==> src/rtl/gpu_pkg.sv <==
// Shared scheduler and load/store unit state encodings for the GPU core.
package gpu_pkg;

  typedef enum logic [2:0] {
    CORE_IDLE    = 3'd0,
    CORE_FETCH   = 3'd1,
    CORE_DECODE  = 3'd2,
    CORE_REQUEST = 3'd3,
    CORE_WAIT    = 3'd4,
    CORE_EXECUTE = 3'd5,
    CORE_UPDATE  = 3'd6,
    CORE_DONE    = 3'd7
  } core_state_t;

  typedef enum logic [1:0] {
    LSU_IDLE       = 2'd0,
    LSU_REQUESTING = 2'd1,
    LSU_WAITING    = 2'd2,
    LSU_DONE       = 2'd3
  } lsu_state_t;

endpackage

==> src/rtl/thread_lsu.sv <==
// Per-thread load/store unit: one valid/ready request per LDR/STR to the
// data-memory controller, with progress reported through lsu_state.
module thread_lsu
  import gpu_pkg::*;
#(
  parameter int ADDR_BITS = 8,
  parameter int DATA_BITS = 8
) (
  input  logic                 clk,
  input  logic                 reset,
  input  logic                 enable,
  input  logic [2:0]           core_state,
  input  logic                 decoded_mem_read_enable,
  input  logic                 decoded_mem_write_enable,
  input  logic [DATA_BITS-1:0] rs,
  input  logic [DATA_BITS-1:0] rt,
  output logic                 mem_read_valid,
  output logic [ADDR_BITS-1:0] mem_read_address,
  input  logic                 mem_read_ready,
  input  logic [DATA_BITS-1:0] mem_read_data,
  output logic                 mem_write_valid,
  output logic [ADDR_BITS-1:0] mem_write_address,
  output logic [DATA_BITS-1:0] mem_write_data,
  input  logic                 mem_write_ready,
  output logic [1:0]           lsu_state,
  output logic [DATA_BITS-1:0] lsu_out
);

  lsu_state_t           r_state;
  lsu_state_t           w_state_next;
  logic                 r_is_read;
  logic                 r_rd_valid;
  logic                 r_wr_valid;
  logic [ADDR_BITS-1:0] r_rd_addr;
  logic [ADDR_BITS-1:0] r_wr_addr;
  logic [DATA_BITS-1:0] r_wr_data;
  logic [DATA_BITS-1:0] r_out;
  logic [ADDR_BITS-1:0] w_rs_addr;
  logic                 w_done_strobe;

  // Fit the address operand to the controller's address width.
  generate
    if (ADDR_BITS <= DATA_BITS) begin : g_addr_trunc
      assign w_rs_addr = rs[ADDR_BITS-1:0];
    end else begin : g_addr_zext
      assign w_rs_addr = {{(ADDR_BITS - DATA_BITS){1'b0}}, rs};
    end
  endgenerate

  // Only the strobe matching the outstanding request type completes it.
  assign w_done_strobe = r_is_read ? mem_read_ready : mem_write_ready;

  always_comb begin
    w_state_next = r_state;
    case (r_state)
      LSU_IDLE: begin
        if (enable && (core_state == CORE_REQUEST) &&
            (decoded_mem_read_enable || decoded_mem_write_enable)) begin
          w_state_next = LSU_REQUESTING;
        end
      end
      LSU_REQUESTING: w_state_next = LSU_WAITING;
      LSU_WAITING: begin
        if (w_done_strobe) begin
          w_state_next = LSU_DONE;
        end
      end
      LSU_DONE: begin
        if (core_state == CORE_UPDATE) begin
          w_state_next = LSU_IDLE;
        end
      end
      default: w_state_next = LSU_IDLE;
    endcase
  end

  always_ff @(posedge clk or posedge reset) begin
    if (reset) begin
      r_state    <= LSU_IDLE;
      r_is_read  <= 1'b0;
      r_rd_valid <= 1'b0;
      r_wr_valid <= 1'b0;
      r_rd_addr  <= '0;
      r_wr_addr  <= '0;
      r_wr_data  <= '0;
      r_out      <= '0;
    end else begin
      r_state <= w_state_next;
      case (r_state)
        LSU_IDLE: begin
          // A read wins when both decoded enables are set.
          if (w_state_next == LSU_REQUESTING) begin
            r_is_read <= decoded_mem_read_enable;
          end
        end
        LSU_REQUESTING: begin
          if (r_is_read) begin
            r_rd_addr  <= w_rs_addr;
            r_rd_valid <= 1'b1;
          end else begin
            r_wr_addr  <= w_rs_addr;
            r_wr_data  <= rt;
            r_wr_valid <= 1'b1;
          end
        end
        LSU_WAITING: begin
          if (r_is_read && mem_read_ready) begin
            r_out      <= mem_read_data;
            r_rd_valid <= 1'b0;
          end else if (!r_is_read && mem_write_ready) begin
            r_wr_valid <= 1'b0;
          end
        end
        default: ;
      endcase
    end
  end

  assign lsu_state         = r_state;
  assign lsu_out           = r_out;
  assign mem_read_valid    = r_rd_valid;
  assign mem_read_address  = r_rd_addr;
  assign mem_write_valid   = r_wr_valid;
  assign mem_write_address = r_wr_addr;
  assign mem_write_data    = r_wr_data;

endmodule

==> config.mk <==
export PLATFORM = sky130hd
export DESIGN_NAME = thread_lsu
export DESIGN_NICKNAME = d
export VERILOG_FILES = /design/src/rtl/gpu_pkg.sv /design/src/rtl/thread_lsu.sv
export SDC_FILE = /design/constraint.sdc
export NUM_CORES = 1
export LEC_CHECK = 0
export CAP_MARGIN = 20
export CORE_ASPECT_RATIO = 0.5
export CORE_MARGIN = 4
export CORE_UTILIZATION = 37
export CTS_BUF_LIST = sky130_fd_sc_hd__clkbuf_8
export CTS_CLUSTER_DIAMETER = 100
export DETAILED_ROUTE_END_ITERATION = 12
export GPL_ROUTABILITY_DRIVEN = 1
export PLACE_DENSITY = 0.77
export SLEW_MARGIN = 15
export SYNTH_ARGS = -nofsm -noshare
export SYNTH_HDL_FRONTEND = slang
export SYNTH_SLANG_ARGS = --single-unit
==> constraint.sdc <==
create_clock -name clk -period 1.3 [get_ports clk]
set_input_delay 0.325 -clock clk [delete_from_list [all_inputs] [get_ports clk]]
set_output_delay 0.325 -clock clk [all_outputs]
set_load 0.01 [all_outputs]
-- Yosys cells after proc, flatten, opt, wreduce, memory -nomap -nowiden
Index checks and enable logic that the tools add are counted.
- output and inout bits: 36
- register bits after elaboration: 37
- input port bits: 34
- muxes and demuxes: 12
- reduce and logical (&&, ||, !) cells: 14
- bitwise logic cells: 1
- equal/unequal tests: 11
- operators by type and width (cell ; count):
    $ne 2x2->1 const B ; 5
    $pmux 2 s4 ; 1
    $reduce_and 2->1 ; 4
    $mux 1 ; 6
    $mux 2 ; 3
    $eq 2x1->1 const B ; 2
    $eq 2x2->1 const B ; 2
    $logic_and 1x1->1 ; 4
    $pmux 1 s2 ; 2
    $reduce_and 4->1 ; 1
    $eq 3x2->1 const B ; 1
    $eq 3x3->1 const B ; 1
    $reduce_and 3->1 ; 1
    $logic_not 2->1 ; 1
    $reduce_bool 2->1 ; 1
    $logic_not 1->1 ; 1
    $logic_or 1x1->1 ; 1
    $not 1->1 ; 1

-- Logic depth before layout (Yosys ltp)
- depth after elaboration: 7
- mapped depth: 4
- gate-level depth less buffers: 3

-- Worst setup path before layout
No wires, ideal clock.
- kind: register to register
- from: register r_state[1], in the netlist lsu_state[1]
- to: register r_wr_addr[1], in the netlist mem_write_address[1]
- cell stages (with the launch flop): 5
- required time: 1.175 ns
- slack: -0.201 ns
- data arrival time: 1.376 ns
- buffers on the path: 1
- cell sequence: dfrtp_1 > nand2b_4 > nor2_2 > buf_4 > mux2_2
- word-level cells in the longest chain between the ends: 2
- ends and longest elaborated chain (item ; line ; source):
    start, declared ; thread_lsu.sv:29 ; lsu_state_t r_state;
    start signal, assigned ; thread_lsu.sv:88 ; r_state <= w_state_next;
    $eq 2x1->1 ; thread_lsu.sv:89 ; case (r_state)
    $reduce_and 2->1 (no line) ; n/a ;
    end signal, assigned ; thread_lsu.sv:101 ; r_wr_addr <= w_rs_addr;
    end, declared ; thread_lsu.sv:35 ; logic [ADDR_BITS-1:0] r_wr_addr;
Every way passes these cells.
A chain may end at the register's enable or synchronous reset.

-- Worst setup path in the final report
- from: register r_state[0], in the netlist lsu_state[0]
- to: register r_is_read
- word-level cells in the longest chain between the ends: 4
- ends and longest elaborated chain (item ; line ; source):
    $eq 2x2->1 (tied with other cells) ; thread_lsu.sv:55 ; case (r_state)
    $pmux 2 s4 ; thread_lsu.sv:55 ;
    $eq 2x1->1 ; thread_lsu.sv:92 ; if (w_state_next == LSU_REQUESTING) begin
    $reduce_and 2->1 (no line) * ; n/a ;
    end signal, assigned ; thread_lsu.sv:93 ; r_is_read <= decoded_mem_read_enable;
    end, declared ; thread_lsu.sv:31 ; logic r_is_read;
Every way passes the cells marked *; elsewhere a longest branch is shown, timed or not.

==> metrics.txt <==
number of global-route vias before repair=~1200; Yosys cell types=16; Seq cells post-synth=37; Via Count=1117; post-route setup TNS=-1.656 ns; global route hottest layer=met2; worst hold path type=in2async; antenna diode count=0; Net Count, Synth=around 130; total die area=around 5000 sq um; clock share of power=roughly 17%; critical path type=reg2reg; setup violators final=26; CP max stage cell=dfrtp_2; R2R depth=4; GRT Residual Overflow=0; MaxCap Viol Count=0; worst-path cell chain=buf_12 -> and4bb_2 -> o2111ai_4 -> mux2_4; Period minus WS final=approximately 1.5 ns; Sink Count=37; P_sw=between 0.0015 and 0.002 W; Sw Ratio=30.40%; number of synthesized flops with an enable pin=0; Reg2Reg Setup Slack=-0.16 ns; most common cell in the netlist=dfrtp_1; M1 GR Usage=between 10% and 20%; layout net count=between 200 and 250; crit path to=r_is_read; GR Util met2=between 20% and 30%; status=finished, violations left; DRC violations left=0; Root Driver=clkbuf_8; TritonCTS clock tree=yes; startpoint class of the critical path=register; worst slack at placement=-0.2955 ns; CTS Buf Count=5; core region area=roughly 3600 sq um; CP Max Fanout=4; failing checks=negative setup slack; Slew Limit Fails=0; YS warnings=0; Port Buffers=69; list of most frequent post-synthesis cells=37 x dfrtp_1, 33 x mux2_2, 5 x nand2_1; Combinational Power Share=between 40% and 50%; RR Endpoint=r_is_read; post-synth top area cell=dfrtp_1; PwrDens=roughly 2400 nW/um^2; ranking of synthesized cells by area=dfrtp_1 64%, mux2_2 26%, nand2_1 1.3%; delay of the slowest critical-path stage=approximately 0.43 ns; Final period util=111.9%; final setup margin=-0.1553 ns; Layout area overhead=79.02%; area of the mapped netlist=about 1400 sq um; placed cell areas=2276 sq um; sequential share of power=34.0%; Gate Count Post-Synth=93; Pleak=roughly 1.2 nW; clk_lat worst skew=0.28 ns; Final Cell Area=2594 sq um; wirelength, routed=between 3 and 4 mm; CP Capture Type=register; Critical Path AT=~1.6 ns; global-route usage over all layers=roughly 15%; Worst Path Buf+Inv=1; Syn Area/Cell=roughly 16 sq um; internal power=~0.0042 W; Critical Path Source=lsu_state[0]; FMAX=approximately 700 MHz; # IOs=70; CP delay by family, top=flip-flops; RSZ-0062 raised after global routing=yes; row cnt=15; reg2reg start=lsu_state[0]; Slew headroom=between 80% and 90%; clock skew=~0.0074 ns; dpl hpwl=around 2.6 mm; met3 Use GR=3.730%; global-route wire length before repair=5.644 mm; vias per cell=between 4 and 5; Worst EP required=1.46 ns; # H-tree levels=2; Die W=96.50 um; detailed router's first-iteration violation count=27; CTS clock-pin slew for the worst setup and hold paths=0.07 ns; drt wl/cell=16.85 um; ys async rst share=100.0%; chip height=roughly 52 um; GPL Wtd Cong=between 0.6 and 0.7; Peak supply drop=between 1 and 1.5 mV; layout cells sized above 1=between 30 and 40%; measured slew at the worst slew-check pin=between 0.2 and 0.3 ns; Initial Util=around two fifths; final hold vios=0; CTS Buffer Depth=2; share of the synthesized area in the top cell type=63.90%; antenna-violating nets left=0; initial antenna violation count=0; critical path depth=4; drt pass-1 iters=4; Main synth FF type=dfrtp_1; largest net degree at the start of global routing=23; post-synthesis sequential area ratio=roughly 64%
-- metal layers --
layer	up-vias	routed length [um]
met2	26	2088
li1	515	-
met4	0	74
met3	8	155
met5	-	0
met1	568	1675
-- worst min-delay path, delay by kind of cell --
kind                   cells  cell delay (ns)
buffers and inverters      3             0.69
-- what timing repair did --
| item | 4_1_cts | 5_1_grt |
|---|---|---|
| cloned | 1 | 2 |
| hold buffers | 0 | 0 |
| buffers inserted | 2 | 4 |
| gates resized for setup | 48 | 42 |
| setup endpoints to repair | 70 | 59 |
| pin swaps | 3 | 4 |
-- worst min path at each step --
stage                            startpoint              to  slack (ns)  cells after the start
finish                                reset      lsu_out[5]        0.37                      3
global route                          reset  mem_read_valid        0.39                      3
CTS                                   reset  mem_read_valid        0.37                      3
detailed placement           mem_read_valid  mem_read_valid        0.49                      2
global placement             mem_read_valid  mem_read_valid        0.46                      2
floorplan           decoded_mem_read_enable       r_is_read        0.48                      1
-- registers in the layout, indices dropped and copies added, names as in the netlist --
name / flops
mem_write_address: 8
mem_read_address: 8
mem_read_valid: 1
lsu_out: 8
lsu_state: 2
mem_write_data: 8
r_is_read: 1
mem_write_valid: 1
-- through the flow --
| stage | hold WS (ns) | total power (W) | instances | util, % |
|---|---|---|---|---|
| final | 0.3701 | 0.006104 | 237 | 71.98 |
| after global placement | 0.4617 | 0.004740 | 220 | 63.16 |
| after CTS | 0.3737 | 0.005627 | 231 | 67.12 |
| after detailed placement | 0.4868 | 0.004821 | 220 | 63.16 |
| after floorplan | 0.4754 | 0.003223 | 93 | - |
| after global routing | 0.3941 | 0.006455 | 237 | 71.98 |
-- power by group through the flow --
stage / combinational [W] / clock [W] / sequential [W]
final: 0.00302 / 0.00101 / 0.00208
after global routing: 0.00321 / 0.00109 / 0.00216
after CTS: 0.00255 / 0.00102 / 0.00206
after detailed placement: 0.00271 / 0 / 0.00211
after global placement: 0.00266 / 0 / 0.00208
after floorplan: 0.000864 / 0 / 0.00236
-- final cells by class --
class	count	area, sq um
Clock buffer	6	82.58
Clock inverter	2	33.78
Fill cell	257	1010
Inverter	3	11.26
Multi-Input combinational cell	53	626.9
Sequential cell	37	928.4
Tap cell	51	63.81
Timing Repair Buffer	85	847.1
-- cell usage in the layout, fill, tap and decap left out, types with 4 or more instances in the layout --
cell type	count
mux2_4	17
clkdlybuf4s15_1	26
inv_1	4
mux2_2	16
dfrtp_1	35
clkdlybuf4s50_1	33
clkbuf_8	6
buf_4	12
dlygate4sd2_1	9
nand2_1	5
-- kinds of logic after synthesis --
family,share of synthesized area [%]
AND/OR/NAND/NOR,6.650
flip-flops,63.90
multiplexers,25.65
AO/OA/AOI/OAI,1.986
buffers and inverters,1.813
No activity file was read; power rests on OpenSTA's default activity.
